--- config.mk ---
export PLATFORM = sky130hd
export DESIGN_NAME = turn_sw_conditioner
export DESIGN_NICKNAME = d
export VERILOG_FILES = /design/src/rtl/turn_sw_conditioner_pkg.sv /design/src/rtl/turn_sw_conditioner_deb.sv /design/src/rtl/turn_sw_conditioner.sv
export SDC_FILE = /design/constraint.sdc
export NUM_CORES = 1
export LEC_CHECK = 0
export CORE_MARGIN = 3
export CORE_UTILIZATION = 35
export DETAILED_ROUTE_END_ITERATION = 6
export DONT_BUFFER_PORTS = 1
export PLACE_DENSITY_LB_ADDON = 0.15
export SYNTH_ARGS = -nofsm -noshare
export SYNTH_HDL_FRONTEND = slang
export SYNTH_SLANG_ARGS = --single-unit
--- constraint.sdc ---
create_clock -name clk -period 1.4 [get_ports clk]
set_input_delay 0.14 -clock clk [delete_from_list [all_inputs] [get_ports clk]]
set_output_delay 0.14 -clock clk [all_outputs]
set_load 0.01 [all_outputs]
--- src/rtl/turn_sw_conditioner_pkg.sv ---
// Shared defaults and helpers for the switch-input conditioning blocks.
// Also used by other switch-input blocks that need the debounce counter width.
package turn_sw_conditioner_pkg;

    localparam int unsigned PRESCALE_W_DEF  = 16;
    localparam int unsigned DEB_SAMPLES_DEF = 4;

    // Width of a counter that must reach DEB_SAMPLES-1.
    function automatic int unsigned deb_cnt_w(input int unsigned samples);
        return (samples <= 2) ? 1 : $clog2(samples);
    endfunction

endpackage

--- src/rtl/turn_sw_conditioner_deb.sv ---
// deb_cell: 2-flop synchronizer followed by a tick-sampled counter debouncer.
// The level flips only after DEB_SAMPLES consecutive samples that differ from it.
module deb_cell
    import turn_sw_conditioner_pkg::*;
#(
    parameter int unsigned DEB_SAMPLES = DEB_SAMPLES_DEF
) (
    input  logic clk,
    input  logic rst,
    input  logic tick,
    input  logic raw,
    output logic lvl
);

    localparam int unsigned    CW       = deb_cnt_w(DEB_SAMPLES);
    localparam logic [CW-1:0]  CNT_LAST = CW'(DEB_SAMPLES - 1);

    logic          sync1;
    logic          sync2;
    logic [CW-1:0] cnt;

    always_ff @(negedge clk) begin
        if (rst) begin
            sync1 <= 1'b0;
            sync2 <= 1'b0;
            cnt   <= '0;
            lvl   <= 1'b0;
        end else begin
            sync1 <= raw;
            sync2 <= sync1;
            // A single sample agreeing with the current level restarts the count.
            if (tick) begin
                if (sync2 == lvl) begin
                    cnt <= '0;
                end else if (cnt == CNT_LAST) begin
                    lvl <= sync2;
                    cnt <= '0;
                end else begin
                    cnt <= cnt + 1'b1;
                end
            end
        end
    end

endmodule

--- src/rtl/turn_sw_conditioner.sv ---
// Conditions raw turn switches and hazard button into clean l/r/halt levels
// for the taillight sequencer; all state moves on negedge clk like the sequencer.
module turn_sw_conditioner
    import turn_sw_conditioner_pkg::*;
#(
    parameter int unsigned PRESCALE_W  = PRESCALE_W_DEF,
    parameter int unsigned DEB_SAMPLES = DEB_SAMPLES_DEF
) (
    input  logic clk,
    input  logic rst,
    input  logic sw_l_raw,
    input  logic sw_r_raw,
    input  logic btn_haz_raw,
    output logic l,
    output logic r,
    output logic halt,
    output logic tick
);

    logic [PRESCALE_W-1:0] pre;
    logic                  deb_l;
    logic                  deb_r;
    logic                  deb_btn;
    logic                  deb_btn_q;
    logic                  haz;
    logic                  halt_nxt;

    always_ff @(negedge clk) begin
        if (rst) begin
            pre  <= '0;
            tick <= 1'b0;
        end else begin
            pre  <= pre + 1'b1;
            tick <= (pre == '1);
        end
    end

    deb_cell #(.DEB_SAMPLES(DEB_SAMPLES)) u_deb_l (
        .clk  (clk),
        .rst  (rst),
        .tick (tick),
        .raw  (sw_l_raw),
        .lvl  (deb_l)
    );

    deb_cell #(.DEB_SAMPLES(DEB_SAMPLES)) u_deb_r (
        .clk  (clk),
        .rst  (rst),
        .tick (tick),
        .raw  (sw_r_raw),
        .lvl  (deb_r)
    );

    deb_cell #(.DEB_SAMPLES(DEB_SAMPLES)) u_deb_btn (
        .clk  (clk),
        .rst  (rst),
        .tick (tick),
        .raw  (btn_haz_raw),
        .lvl  (deb_btn)
    );

    // Toggle only on the debounced press edge; holding or releasing does nothing.
    always_ff @(negedge clk) begin
        if (rst) begin
            deb_btn_q <= 1'b0;
            haz       <= 1'b0;
        end else begin
            deb_btn_q <= deb_btn;
            if (deb_btn && !deb_btn_q) begin
                haz <= ~haz;
            end
        end
    end

    always_comb begin
        halt_nxt = haz | (deb_l & deb_r);
    end

    always_ff @(negedge clk) begin
        if (rst) begin
            l    <= 1'b0;
            r    <= 1'b0;
            halt <= 1'b0;
        end else begin
            halt <= halt_nxt;
            l    <= deb_l & ~halt_nxt;
            r    <= deb_r & ~halt_nxt;
        end
    end

endmodule
* Word level (Yosys, flattened, before mapping)
Cells that the tools add are included.
Operators by class: add/sub/neg operators 4, equal/unequal tests 7, bitwise gates (word level) 9, mux-type cells 6, reduce and logical (&&, ||, !) cells 5
Operator list (count):
- 16-bit by 1-bit adder with 16-bit output, second input constant | 1
- 16-bit equality test, second input constant | 1
- 2-bit two-way mux | 6
- 3-bit AND reduction | 3
- 2-bit by 1-bit adder with 2-bit output, second input constant | 3
- 2-bit equality test, second input constant | 3
- 1-bit inverter | 5
- 1-bit bitwise AND | 3
- 1-bit equality test | 3
- 1-bit logical AND | 1
- 1-bit zero test | 1
- 1-bit bitwise OR | 1
Word-level totals: register bits 37, input bits 5, logic and storage cells 50

* Logic depth before layout (Yosys ltp)
depth in word-level cells 4, mapped depth 5, gate-level depth less buffers 5

* Cells and area by module
Synthesis repeated with hierarchy kept, for this count alone.
Unflattened totals: cell total of the unflattened synthesis 151, area, all modules 1495.2 µm²
Modules (own cells, without submodules):
- turn_sw_conditioner | area an instance 879.6 µm², cells each 94, times used 1
- deb_cell | area an instance 205.2 µm², cells each 19, times used 3

==> metrics.sh <==
RESULT_OF_THE_RUN='finished with violations'
FAILED_CHECKS='setup timing'
NETLIST_INSTANCES=154
STDCELL_COUNT=245
SYNTH_CELL_TYPE_COUNT=27
PLACED_AREA_UM2=1540
LARGEST_FANOUT_ON_THE_CRITICAL_PATH=3
DRV_SLEW=0
MAX_SLEW_MARGIN_PCT=83.4
TOP_LEVEL_PORTS=9
YOSYSTOPAREACELL='sky130_fd_sc_hd__dfxtp_1'
COUNT_OF_YOSYS_WARNINGS_DURING_SYNTHESIS=0
RSZ_0062_RAISED_AFTER_GLOBAL_ROUTING='true'
AREA.SEQUENTIAL_UM2=749
SYNTHESIS.AREA_UM2=1470
HTREE_NUM_LEVELS=2
CTS.CLK_SLEW.WORST_PATHS_NS=0.03
PLACE_INST=202
DRT_PRE_ANTENNA_ITERS=4
TIMING_HOLD_VIOLATIONS_FINAL=0
CLK-INSERTION-DELAY-LATE_NS=0.36
CTS_HOLD_REPAIR.BUFFERS=0
WORST-ENDPOINT-ARRIVAL_NS=1.40
FLOORPLAN.DIE_AREA_UM2=5000
SYNTH.FF_LATCH_COUNT=37
NUM_VIAS=1161
WORST_PIN_SLEW_NS=0.247
CORE.ROWCOUNT=22
LEAKAGEPOWER_nW=0.799
TIMING.CRITICAL_PATH.REQUIRED_NS=1.26
IR_DROP_mV=0.669
SYNTH.TOP_CELL.AREA_SHARE_PCT=50.6
WORST_SLACK_NS=-0.135
SEQPWRFRAC_PCT=49.4
NUMBER_OF_VIAS_PER_CELL_AFTER_DETAILED_ROUTING=4.74
MULTI_INPUT_AREA_UM2=706
DP.FINAL_HPWL_UM=1620
POWER.DENSITY_CELL_AREA_nW_PER_UM2=1230
FINAL_CELL_AREA_UM2=1780
POST_DRT_WL_PER_CELL_UM=10.9
CTS_TREE='built'
INTPOWER_mW=1.56
TOTAL_SWITCHING_POWER_uW=637
WIRE_LENGTH_OF_THE_FIRST_GLOBAL_ROUTING_PASS_UM=4950
FINCLKSKEW_NS=0.0200
FINAL_LAYOUT_SIZE_SUFFIX_GT1_SHARE_PCT=14.2
GLOBALROUTETOTALUTIL_PCT=12.4
ANTENNA_CELLS=0
CLOCKPOWERSHARE_PCT=49.4
CLOCKROOTBUFFER='sky130_fd_sc_hd__clkbuf_8'
FINAL_ANTENNA_NET_COUNT=0
NETSWITCHINGFRACTION_PCT=29.0
GLOBALROUTEOVERFLOWTOTAL=0
ANTENNA_FOUND_INITIAL=0
SYNTH.YOSYS.SEQ_AREA_SHARE_PCT=50.6
LARGEST_NET_DEGREE_AT_THE_START_OF_GLOBAL_ROUTING=38
SYNTH_TOP_CELLS_BY_AREA='sky130_fd_sc_hd__dfxtp_1, sky130_fd_sc_hd__xor2_1, sky130_fd_sc_hd__nor2_1, sky130_fd_sc_hd__xnor2_1, sky130_fd_sc_hd__nand3_1'
CLOCK_NET_SINK_COUNT=37
CRIT_TYPE='reg2out'
POSTROUTEWIRELENGTH_UM=2670
DIEWIDTH_UM=70.7
VIAS_IN_THE_FIRST_GLOBAL_ROUTE=1210
PLACE.GP.CONGESTION=0.741
DRTITER0DRC=50
CTS.PATH.MAX_BUFFERS=2
HOLD_PATH_CLASS='reg2reg'
FINALSETUPVIOLATIONS=4
RELATIVE_CONTRIBUTION_OF_COMBINATIONAL_CELLS_TO_TOTAL_POWER_PCT=1.2
CTS_BUFFERS=5
AREA_DELTA_SYNTH_FINAL_PCT=21.8
START_UTIL_PCT=38.0
CORE_AREA_UM2=3850
CP-END-KIND='primary output'
CRIT_PATH_START_KIND='flip-flop'
NUMPORTBUFFERS=0
FINAL_NET_COUNT=206
DRC_VIOLATIONS_LEFT=0
NUMBER_OF_FILLERS_IN_THE_FINAL_LAYOUT=411
POST_SYN_AREA_PER_CELL_UM2=9.51
CAP_VIOLATIONS=0
SYNTH.NET_COUNT=163
CHIPHEIGHT_UM=70.7
-- cell usage after synthesis, drive strengths merged --
master   n
dfxtp   37
or4b     3
nor2b    9
nand2b   1
xor2     9
and3     2
or2      1
inv      3
and4     1
nor3     2
mux2i    1
nand3   12
buf      3
nor4     2
nand4    5
or3      1
ha       4
a21oi   10
xnor2    8
nand2   16
nor4b    2
nor2    19
clkbuf   3
-- layout by cell type (no fill, tap or decap), types with 2 or more instances in the layout --
cell	instances
sky130_fd_sc_hd__clkbuf_8	5
sky130_fd_sc_hd__nor4_2	2
sky130_fd_sc_hd__nand4_1	4
sky130_fd_sc_hd__buf_4	6
sky130_fd_sc_hd__nor3_2	2
sky130_fd_sc_hd__xor2_1	9
sky130_fd_sc_hd__xnor2_1	8
sky130_fd_sc_hd__inv_1	40
sky130_fd_sc_hd__or4b_1	3
sky130_fd_sc_hd__dfxtp_2	4
sky130_fd_sc_hd__nor2b_1	9
sky130_fd_sc_hd__a21oi_1	10
sky130_fd_sc_hd__nor4b_2	2
sky130_fd_sc_hd__nor2_1	19
sky130_fd_sc_hd__nand2_1	16
sky130_fd_sc_hd__dfxtp_1	32
sky130_fd_sc_hd__nand3_1	11
sky130_fd_sc_hd__ha_1	4
-- sequential cells by signal, summed over array words and instances (netlist names) --
signal           cells
deb_btn_q            1
halt                 1
haz                  1
l                    1
pre                 16
r                    1
tick                 1
u_deb_btn.cnt        2
u_deb_btn.lvl        1
u_deb_btn.sync1      1
u_deb_btn.sync2      1
u_deb_l.cnt          2
u_deb_l.lvl          1
u_deb_l.sync1        1
u_deb_l.sync2        1
u_deb_r.cnt          2
u_deb_r.lvl          1
u_deb_r.sync1        1
u_deb_r.sync2        1
-- metrics by stage --
step	setup slack, ns	util (%)	total power [mW]	setup TNS [ns]	hold WS (ns)
floorplan	-0.0173	-	1.31	-0.0185	0.410
global placement	0.103	40.0	1.29	0	0.425
detailed placement	0.0667	40.0	1.29	0	0.431
CTS	-0.151	45.7	2.27	-0.523	0.439
global route	-0.174	46.3	2.41	-0.604	0.456
finish	-0.135	46.3	2.20	-0.460	0.432
-- cell type report --
| cell class | instances | area share (%) |
|---|---|---|
| Tap cell | 48 | 3.37 |
| Clock buffer | 5 | 3.86 |
| Timing Repair Buffer | 6 | 2.52 |
| Clock inverter | 39 | 8.27 |
| Sequential cell | 37 | 42.0 |
| Multi-Input combinational cell | 108 | 39.6 |
| Inverter | 2 | 0.421 |
-- final timing paths --
kind,depth (start not counted),slack (ns),start,endpoint
hold / removal,1,0.43,u_deb_btn.sync1,u_deb_btn.sync2
setup / recovery,0,-0.14,tick,tick
hold reg to reg,1,0.43,u_deb_btn.sync1,u_deb_btn.sync2
setup reg to reg,4,0.12,pre[6],pre[11]
-- power by group through the flow --
stage               sequential (mW)  clock, mW  combinational [mW]
global route                   1.09       1.29              0.0298
finish                         1.09       1.09              0.0258
detailed placement             1.10      0.166              0.0256
floorplan                      1.10      0.166              0.0431
global placement               1.10      0.166              0.0257
CTS                            1.09       1.16              0.0260
-- per-layer routing --
metal	share of wire, %	wire, um	track usage [%]
met5	0	0	0
met4	0.45	12	8.56
met3	4.3	116	9.09
met2	47	1270	16.3
met1	48	1280	13.9
-- what timing repair did --
| item | CTS | global route |
|---|---|---|
| pin swaps | 0 | 2 |
| endpoints found under the setup margin | 4 | 7 |
| setup buffers | 0 | 0 |
| resized for setup | 5 | 5 |
-- cell families (layout without fill, tap and decap cells) --
logic type               Yosys count  after routing  synth area share, %
AND/OR/NAND/NOR                   76             76                 28.2
flip-flops                        37             37                 50.6
XOR/XNOR                          17             17                 10.2
AO/OA/AOI/OAI                     10             10                 3.42
buffers and inverters              9             52                 3.59
adder cells (fa/ha/maj)            4              4                 3.42
multiplexers                       1              1                0.683
Note: power is estimated with default switching activity, not from simulation.
